--- src/rtl/sirv_tl_frag_ctrl.sv ---
// sirv_tl_frag_ctrl: TL-UL fragmenter; do_repeat feeds the repeater's repeat input; SIRV_TL_FRAG_ERR_MERGE_EN merges dropped-ack errors.
module sirv_tl_frag_ctrl #(
  parameter int MAX_SIZE = 2,
  parameter int CNT_W = 5
) (
  input  logic        clk,
  input  logic        rst_n,
  output logic        do_repeat,
  input  logic        in_a_valid,
  output logic        in_a_ready,
  input  logic [2:0]  in_a_opcode,
  input  logic [2:0]  in_a_param,
  input  logic [2:0]  in_a_size,
  input  logic [1:0]  in_a_source,
  input  logic [29:0] in_a_address,
  input  logic [3:0]  in_a_mask,
  input  logic [31:0] in_a_data,
  output logic        out_a_valid,
  input  logic        out_a_ready,
  output logic [2:0]  out_a_opcode,
  output logic [2:0]  out_a_param,
  output logic [2:0]  out_a_size,
  output logic [1:0]  out_a_source,
  output logic [29:0] out_a_address,
  output logic [3:0]  out_a_mask,
  output logic [31:0] out_a_data,
  input  logic        out_d_valid,
  output logic        out_d_ready,
  input  logic [2:0]  out_d_opcode,
  input  logic [1:0]  out_d_param,
  input  logic [2:0]  out_d_size,
  input  logic [1:0]  out_d_source,
  input  logic [31:0] out_d_data,
  input  logic        out_d_error,
  output logic        in_d_valid,
  input  logic        in_d_ready,
  output logic [2:0]  in_d_opcode,
  output logic [1:0]  in_d_param,
  output logic [2:0]  in_d_size,
  output logic [1:0]  in_d_source,
  output logic [31:0] in_d_data,
  output logic        in_d_error
);
  function automatic logic [CNT_W-1:0] last_of(input logic [2:0] s);
    return (int'(s) > MAX_SIZE) ? CNT_W'((1 << (int'(s) - MAX_SIZE)) - 1) : '0;
  endfunction
  logic [CNT_W-1:0] a_cnt;
  logic [2:0]       orig_size [4];
  logic             is_get [4];
  logic [CNT_W-1:0] d_cnt [4];
  logic a_get, a_big, a_last, a_fire, d_last, d_fwd, d_fire;
  assign a_get = in_a_opcode == 3'd4;
  assign a_big = int'(in_a_size) > MAX_SIZE;
  assign a_last = a_cnt == last_of(in_a_size);
  assign a_fire = out_a_valid & out_a_ready;
  assign out_a_valid = in_a_valid;
  assign in_a_ready = out_a_ready;
  assign do_repeat = rst_n & in_a_valid & a_get & !a_last;
  assign out_a_opcode = in_a_opcode;
  assign out_a_param = in_a_param;
  assign out_a_size = a_big ? 3'(MAX_SIZE) : in_a_size;
  assign out_a_source = in_a_source;
  assign out_a_address = in_a_address | (30'(a_cnt) << MAX_SIZE);
  assign out_a_mask = (a_get & a_big) ? 4'hF : in_a_mask;
  assign out_a_data = in_a_data;
  // Put acks before the last one are swallowed; Gets and final acks go through
  assign d_last = d_cnt[out_d_source] == last_of(orig_size[out_d_source]);
  assign d_fwd = is_get[out_d_source] | d_last;
  assign d_fire = out_d_valid & out_d_ready;
  assign in_d_valid = rst_n & out_d_valid & d_fwd;
  assign out_d_ready = d_fwd ? in_d_ready : 1'b1;
  assign in_d_opcode = out_d_opcode;
  assign in_d_param = out_d_param;
  assign in_d_size = orig_size[out_d_source];
  assign in_d_source = out_d_source;
  assign in_d_data = out_d_data;
`ifdef SIRV_TL_FRAG_ERR_MERGE_EN
  logic err_acc [4];
  assign in_d_error = out_d_error | err_acc[out_d_source];
`else
  assign in_d_error = out_d_error;
`endif
  always_ff @(posedge clk or negedge rst_n) begin
    if (!rst_n) begin
      a_cnt <= '0;
      for (int i = 0; i < 4; i++) begin
        orig_size[i] <= '0;
        is_get[i] <= 1'b0;
        d_cnt[i] <= '0;
`ifdef SIRV_TL_FRAG_ERR_MERGE_EN
        err_acc[i] <= 1'b0;
`endif
      end
    end else begin
      if (a_fire) a_cnt <= a_last ? '0 : a_cnt + 1'b1;
      if (a_fire && a_cnt == '0) begin
        orig_size[in_a_source] <= in_a_size;
        is_get[in_a_source] <= a_get;
        d_cnt[in_a_source] <= '0;
`ifdef SIRV_TL_FRAG_ERR_MERGE_EN
        err_acc[in_a_source] <= 1'b0;
`endif
      end
      if (d_fire) begin
        d_cnt[out_d_source] <= d_last ? '0 : d_cnt[out_d_source] + 1'b1;
`ifdef SIRV_TL_FRAG_ERR_MERGE_EN
        err_acc[out_d_source] <= !d_last & (err_acc[out_d_source] | out_d_error);
`endif
      end
    end
  end
endmodule

--- config.mk ---
export PLATFORM = sky130hd
export DESIGN_NAME = sirv_tl_frag_ctrl
export DESIGN_NICKNAME = d
export VERILOG_FILES = /design/src/rtl/sirv_tl_frag_ctrl.sv
export SDC_FILE = /design/constraint.sdc
export NUM_CORES = 1
export LEC_CHECK = 0
export CORE_MARGIN = 1.5
export CORE_UTILIZATION = 38
export CTS_BUF_LIST = sky130_fd_sc_hd__clkbuf_8
export DETAILED_ROUTE_END_ITERATION = 10
export PLACE_DENSITY = 0.93
export SYNTH_ARGS = -nofsm -noshare
export SYNTH_HDL_FRONTEND = slang
export SYNTH_SLANG_ARGS = --single-unit
export TNS_END_PERCENT = 20
--- constraint.sdc ---
create_clock -name clk -period 9.95 [get_ports clk]
set_input_delay 1.99 -clock clk [delete_from_list [all_inputs] [get_ports clk]]
set_output_delay 1.99 -clock clk [all_outputs]
set_load 0.01 [all_outputs]
==> Word-level counts from Yosys, hierarchy flattened <==
Index checks and enable logic that the tools add are counted.
{ "word_totals": {"output_inout_bits": 125, "reg_bits": 41} }
{ "classes": {"muxes": 29, "shift": 2, "eq_ne": 3, "bitwise_logic": 14, "n_lt_le_gt_ge": 6, "n_addsub": 6, "n_reduce_logical": 5} }
{ "ops": {"columns": ["operator", "n"], "rows": [
  ["1-bit by 32-bit << shifter with 5-bit output, first input constant", 2],
  ["20-bit 2-to-1 mux", 2],
  ["5-bit 2-to-1 mux", 8],
  ["30-bit by 7-bit bitwise OR with 30-bit output", 1],
  ["20-bit bitwise AND", 1],
  ["20-bit bitwise mux", 1],
  ["5-bit demux with 2-bit select", 2],
  ["20-bit inverter", 1],
  ["12-bit bitwise mux", 1],
  ["3-bit 2-to-1 mux", 4],
  ["5-bit by 1-bit adder with 5-bit output, second input constant", 2],
  ["5-bit binary-select mux with 2-bit select", 1],
  ["5-bit == test", 2],
  ["5-bit by 2-bit subtractor with 5-bit output, second input constant", 2],
  ["1-bit bitwise AND", 8],
  ["3-bit by 2-bit subtractor with 4-bit output, second input constant", 2],
  ["3-bit binary-select mux with 2-bit select", 1],
  ["3-bit demux with 2-bit select", 1],
  ["3-bit >= comparator, second input constant", 2],
  ["3-bit by 2-bit > comparator with 1-bit output, second input constant", 2],
  ["3-bit by 1-bit less-than comparator with 1-bit output, second input constant", 2],
  ["2-bit inverter with 3-bit output", 2],
  ["5-bit logical NOT", 1],
  ["4-bit bitwise mux", 1],
  ["other kinds (8)", 13]
]} }

==> Logic depth before layout (Yosys ltp) <==
{ "depth": {"ltp_word": 13, "depth_mapped": 11, "mapped_depth_nobuf": 10} }

==> Worst setup path before layout <==
OpenSTA, ideal clock, no wires.
{ "synth_path": {"path_kind": "in2out", "from": "input port out_d_source[0]", "to": "output port in_d_valid", "n_path_buf": 1, "cell_stages": 11, "required_ps": 7960, "slack_ps": 3780, "t_arrival_ps": 4180, "path_cell_list": "buf_2 mux4_2 inv_1 ha_1 nor2_1 o21ba_1 o32ai_1 xnor2_1 o311ai_4 nand2_1 and3_1"} }
{ "synth_via": {"elab_chain_cells": 11} }
{ "synth_rtl": {"columns": ["element", "line", "text"], "rows": [
  ["start, declared", "32", "input logic [1:0] out_d_source,"],
  ["2-bit inverter with 3-bit output *", null, null],
  ["3-bit binary-select mux with 2-bit select *", null, null],
  ["3-bit 2-to-1 mux * (2 in a row)", null, null],
  ["via in_d_size[2]", "39", "output logic [2:0] in_d_size,"],
  ["3-bit by 2-bit subtractor with 4-bit output", "45", "return (int'(s) > MAX_SIZE) ? CNT_W'((1 << (int'(s) - MAX_SIZE)) - 1) : '0;"],
  ["1-bit by 32-bit << shifter with 5-bit output", "45", null],
  ["5-bit by 2-bit subtractor with 5-bit output", "45", null],
  ["5-bit 2-to-1 mux *", "45", null],
  ["5-bit == test *", "67", "assign d_last = d_cnt[out_d_source] == last_of(orig_size[out_d_source]);"],
  ["1-bit bitwise OR *", "68", "assign d_fwd = is_get[out_d_source] | d_last;"],
  ["1-bit bitwise AND *", "70", "assign in_d_valid = rst_n & out_d_valid & d_fwd;"],
  ["end, declared", "35", "output logic in_d_valid,"]
]} }
The timed path passes the listed nets; every way through them passes the cells marked *. The select of a mux whose other input is x is not followed.

==> Worst setup path after layout <==
{ "layout_path": {"from": "input port out_d_source[0]", "to": "output port in_d_valid"} }
{ "layout_via": {"elab_chain_cells": 11} }
{ "layout_rtl": {"columns": ["element", "line"], "rows": [
  ["2-bit inverter with 3-bit output (not written as such) *", "67, 68"],
  ["3-bit binary-select mux with 2-bit select", "67"],
  ["3-bit 2-to-1 mux (not written as such) (2 in a row)", "67"],
  ["3-bit by 2-bit subtractor with 4-bit output", "45"],
  ["1-bit by 32-bit << shifter with 5-bit output", "45"],
  ["5-bit by 2-bit subtractor with 5-bit output", "45"],
  ["5-bit 2-to-1 mux", "45"],
  ["5-bit == test", "67"],
  ["1-bit bitwise OR *", "68"],
  ["1-bit bitwise AND *", "70"]
]} }
Every way passes the cells marked *; elsewhere a longest branch is shown, timed or not. The select of a mux whose other input is x is not followed.

==> results.sh <==
export IMPL_chipWidth_um=96.9
export IMPL_core_area_mm2=0.00864
export IMPL_worst_path_largest_cell_delay_ns=1.00
export IMPL_fin_area_mm2=0.00328
export IMPL_syn_num_nets=479
export IMPL_post_route_period_util_pct=79.6
export IMPL_avgRoutedWirePerCell_um=17.6
export IMPL_hold_violations=0
export IMPL_hpwl_um=5210
export IMPL_drive_above_1_share_pct=11.8
export IMPL_relSlewSlack_pct=31.6
export IMPL_netlist_area_mm2=0.00335
export IMPL_avgSynthCellArea_um2=9.80
export IMPL_hp_class="flop to flop"
export IMPL_slew_violations=0
export IMPL_clk_latency_ns=0.30
export IMPL_setup_viol=0
export IMPL_antenna_left=0
export IMPL_nets=424
export IMPL_drtIter0Drc=129
export IMPL_yosysSeqAreaShare_pct=30.6
export IMPL_synth_edf_count=0
export IMPL_numCtsBuffers=5
export IMPL_routed_via_density=5.67
export IMPL_worst_path_max_fanout=25
export IMPL_crit_slowest_cell="clkdlybuf4s50_1"
export IMPL_dieArea_mm2=0.00939
export IMPL_first_pass_iters=4
export IMPL_cp_arrival_ns=5.93
export IMPL_yosysTopAreaCellShare_pct=30.6
export IMPL_portBuffers=51
export IMPL_grt_pass1_vias=2430
export IMPL_fp_dieH_um=96.9
export IMPL_synth_area_leaders="dfrtp_1, buf_4, a32o_1, mux4_2, ha_1"
export IMPL_finalSetupTns_ns=0
export IMPL_synth_top_cell_by_area="dfrtp_1"
export IMPL_start_util_pct=38.8
export IMPL_p_leak_nw=1.39
export IMPL_critical_path_cell_chain="clkdlybuf4s50_1, mux4_2, inv_1, ha_1, nor2_1, o21ba_1, o32ai_1, xnor2_1, o311ai_4, buf_4, nand2_1, and3_1, clkdlybuf4s50_1"
export IMPL_grt_usage_pct=15.0
export IMPL_drc_errors=0
export IMPL_synthCells=342
export IMPL_finalCriticalPeriod_ns=7.92
export IMPL_clk_path_buf_depth=2
export IMPL_grt_ovfl_total=0
export IMPL_grt_max_degree=44
export IMPL_clk_pin_slew_ns=0.07
export IMPL_skew_ns=0.00545
export IMPL_async_reset_ff_share_pct=100
export IMPL_cp_top_family="buffers and inverters"
export IMPL_worst_slew_pin_slew_ns=1.02
export IMPL_status="completed"
export IMPL_crit_top_cell="clkdlybuf4s50_1"
export IMPL_routed_wl_um=6990
export IMPL_cts_hold_buf=0
export IMPL_cp_end_kind="primary output"
export IMPL_vias=2246
export IMPL_p_per_area_mw_per_mm2=243
export IMPL_gp_congestion=0.817
export IMPL_num_rows=34
export IMPL_rsz0062_at_grt="false"
export IMPL_n_antenna_cell=0
export IMPL_cts_root_buf="clkbuf_8"
export IMPL_grt_pass1_wl_um=11700
export IMPL_ys_flop_type="dfrtp_1"
export IMPL_post_cts_resized=0
export IMPL_clock_fmax_mhz=126
export IMPL_htreeDepth=2
export IMPL_synth_commonest_cells="buf_4, dfrtp_1, a32o_1"
export IMPL_dpl_cell_area_mm2=0.00317
export IMPL_crit_buf_inv=4
export IMPL_fill_cells=840
export IMPL_clock_sinks=41
export IMPL_post_cts_buffers=0
export IMPL_start_kind="input port"
export IMPL_io_pins=251
export IMPL_drv_cap=0
export IMPL_reg2reg_slack_ns=6.84
export IMPL_grt_antenna_before_repair=0
export IMPL_cts_tree="done"
export IMPL_ir_worst_vdd_mv=0.113
export IMPL_required_ns=7.96
export IMPL_areaGrowthSynthToFinish_pct=-2.05
export IMPL_critical_path_class="input port to primary output"
export IMPL_ys_ff_latch=41
export IMPL_ys_warn_count=0
export IMPL_yosysMostFrequentCell="buf_4"
export IMPL_synth_cell_types=47
==> routing by layer <==
metal	vias to the layer above	GRT usage (%)	part of all wire, %
li1	983	-	-
met3	41	5.06	8.1
met4	0	8.25	4.8
met1	1103	16.0	38
met5	-	0	0
met2	119	26.1	49
==> metrics by stage <==
step           util [%]  worst slack, ns  hold slack [ns]  power (W)  std cells
4_1_cts            38.0             1.99            0.495   0.000798        396
2_1_floorplan         -             3.78            0.450   0.000581        342
3_3_place_gp       36.7             2.11            0.464   0.000633        388
5_1_grt            38.0             1.78            0.508   0.000852        396
3_5_place_dp       36.7             2.00            0.477   0.000661        388
6_report           38.0             2.03            0.489   0.000796        396
==> flip-flops by register name (all words and copies together), names as in the netlist <==
register,cells
d_cnt,20
orig_size,12
a_cnt,5
is_get,4
==> worst paths after layout <==
kind	depth (start not counted)	end	from
worst max-delay path	13	in_d_valid	out_d_source[0]
worst min-delay path	1	d_cnt[1]	d_cnt[1]
worst max register to register	11	d_cnt[2]	orig_size[2]
worst min register to register	1	d_cnt[1]	d_cnt[1]
max in group asynchronous	2	d_cnt[6]	rst_n
min in group asynchronous	2	d_cnt[19]	rst_n
==> layout make-up <==
| class | instances | area (µm²) | share of cell area (%) |
|---|---|---|---|
| clock buffers | 6 | 82.6 | 2.52 |
| clock inverters | 2 | 33.8 | 1.03 |
| inverters | 12 | 45.0 | 1.37 |
| multi-input cells | 174 | 1440 | 43.9 |
| flip-flops and latches | 41 | 1030 | 31.2 |
| well taps | 108 | 135 | 4.12 |
| repair buffers | 53 | 520 | 15.9 |
==> placed cells by master, fill, tap and decap left out, types with 2 or more instances in the layout <==
cell type,instances
o211a_1,3
and2_1,3
xnor2_1,7
inv_1,11
a21oi_1,6
mux4_2,8
a22o_1,3
nand3_1,7
mux2i_1,2
clkbuf_8,6
ha_1,11
nor3_1,8
nor4_1,2
nor2b_1,6
a41oi_2,3
or2_1,5
clkdlybuf4s50_1,50
mux2_2,2
o21ai_0,2
dfrtp_1,41
buf_4,2
nand2b_1,5
xor2_1,3
o21ai_1,14
mux2_1,6
nand2_1,19
nor2_1,6
nand3b_1,2
and3_1,3
a32o_1,20
or2_2,5
==> logic make-up after synthesis <==
kind of cell             Yosys count  share of synthesized area (%)
buffers and inverters            127                           26.4
AND/OR/NAND/NOR                   79                           13.4
AO/OA/AOI/OAI                     56                           14.2
flip-flops                        41                           30.6
multiplexers                      18                           8.66
adder cells (fa/ha/maj)           11                           4.11
XOR/XNOR                          10                           2.61
==> where the power goes <==
part | switching, W | internal, W
Sequential | 0.0000383 | 0.000224
Combinational | 0.000212 | 0.000185
Clock | 0.0000572 | 0.0000808
Total | 0.000307 | 0.000489
Note: power is estimated with default switching activity, not from simulation.
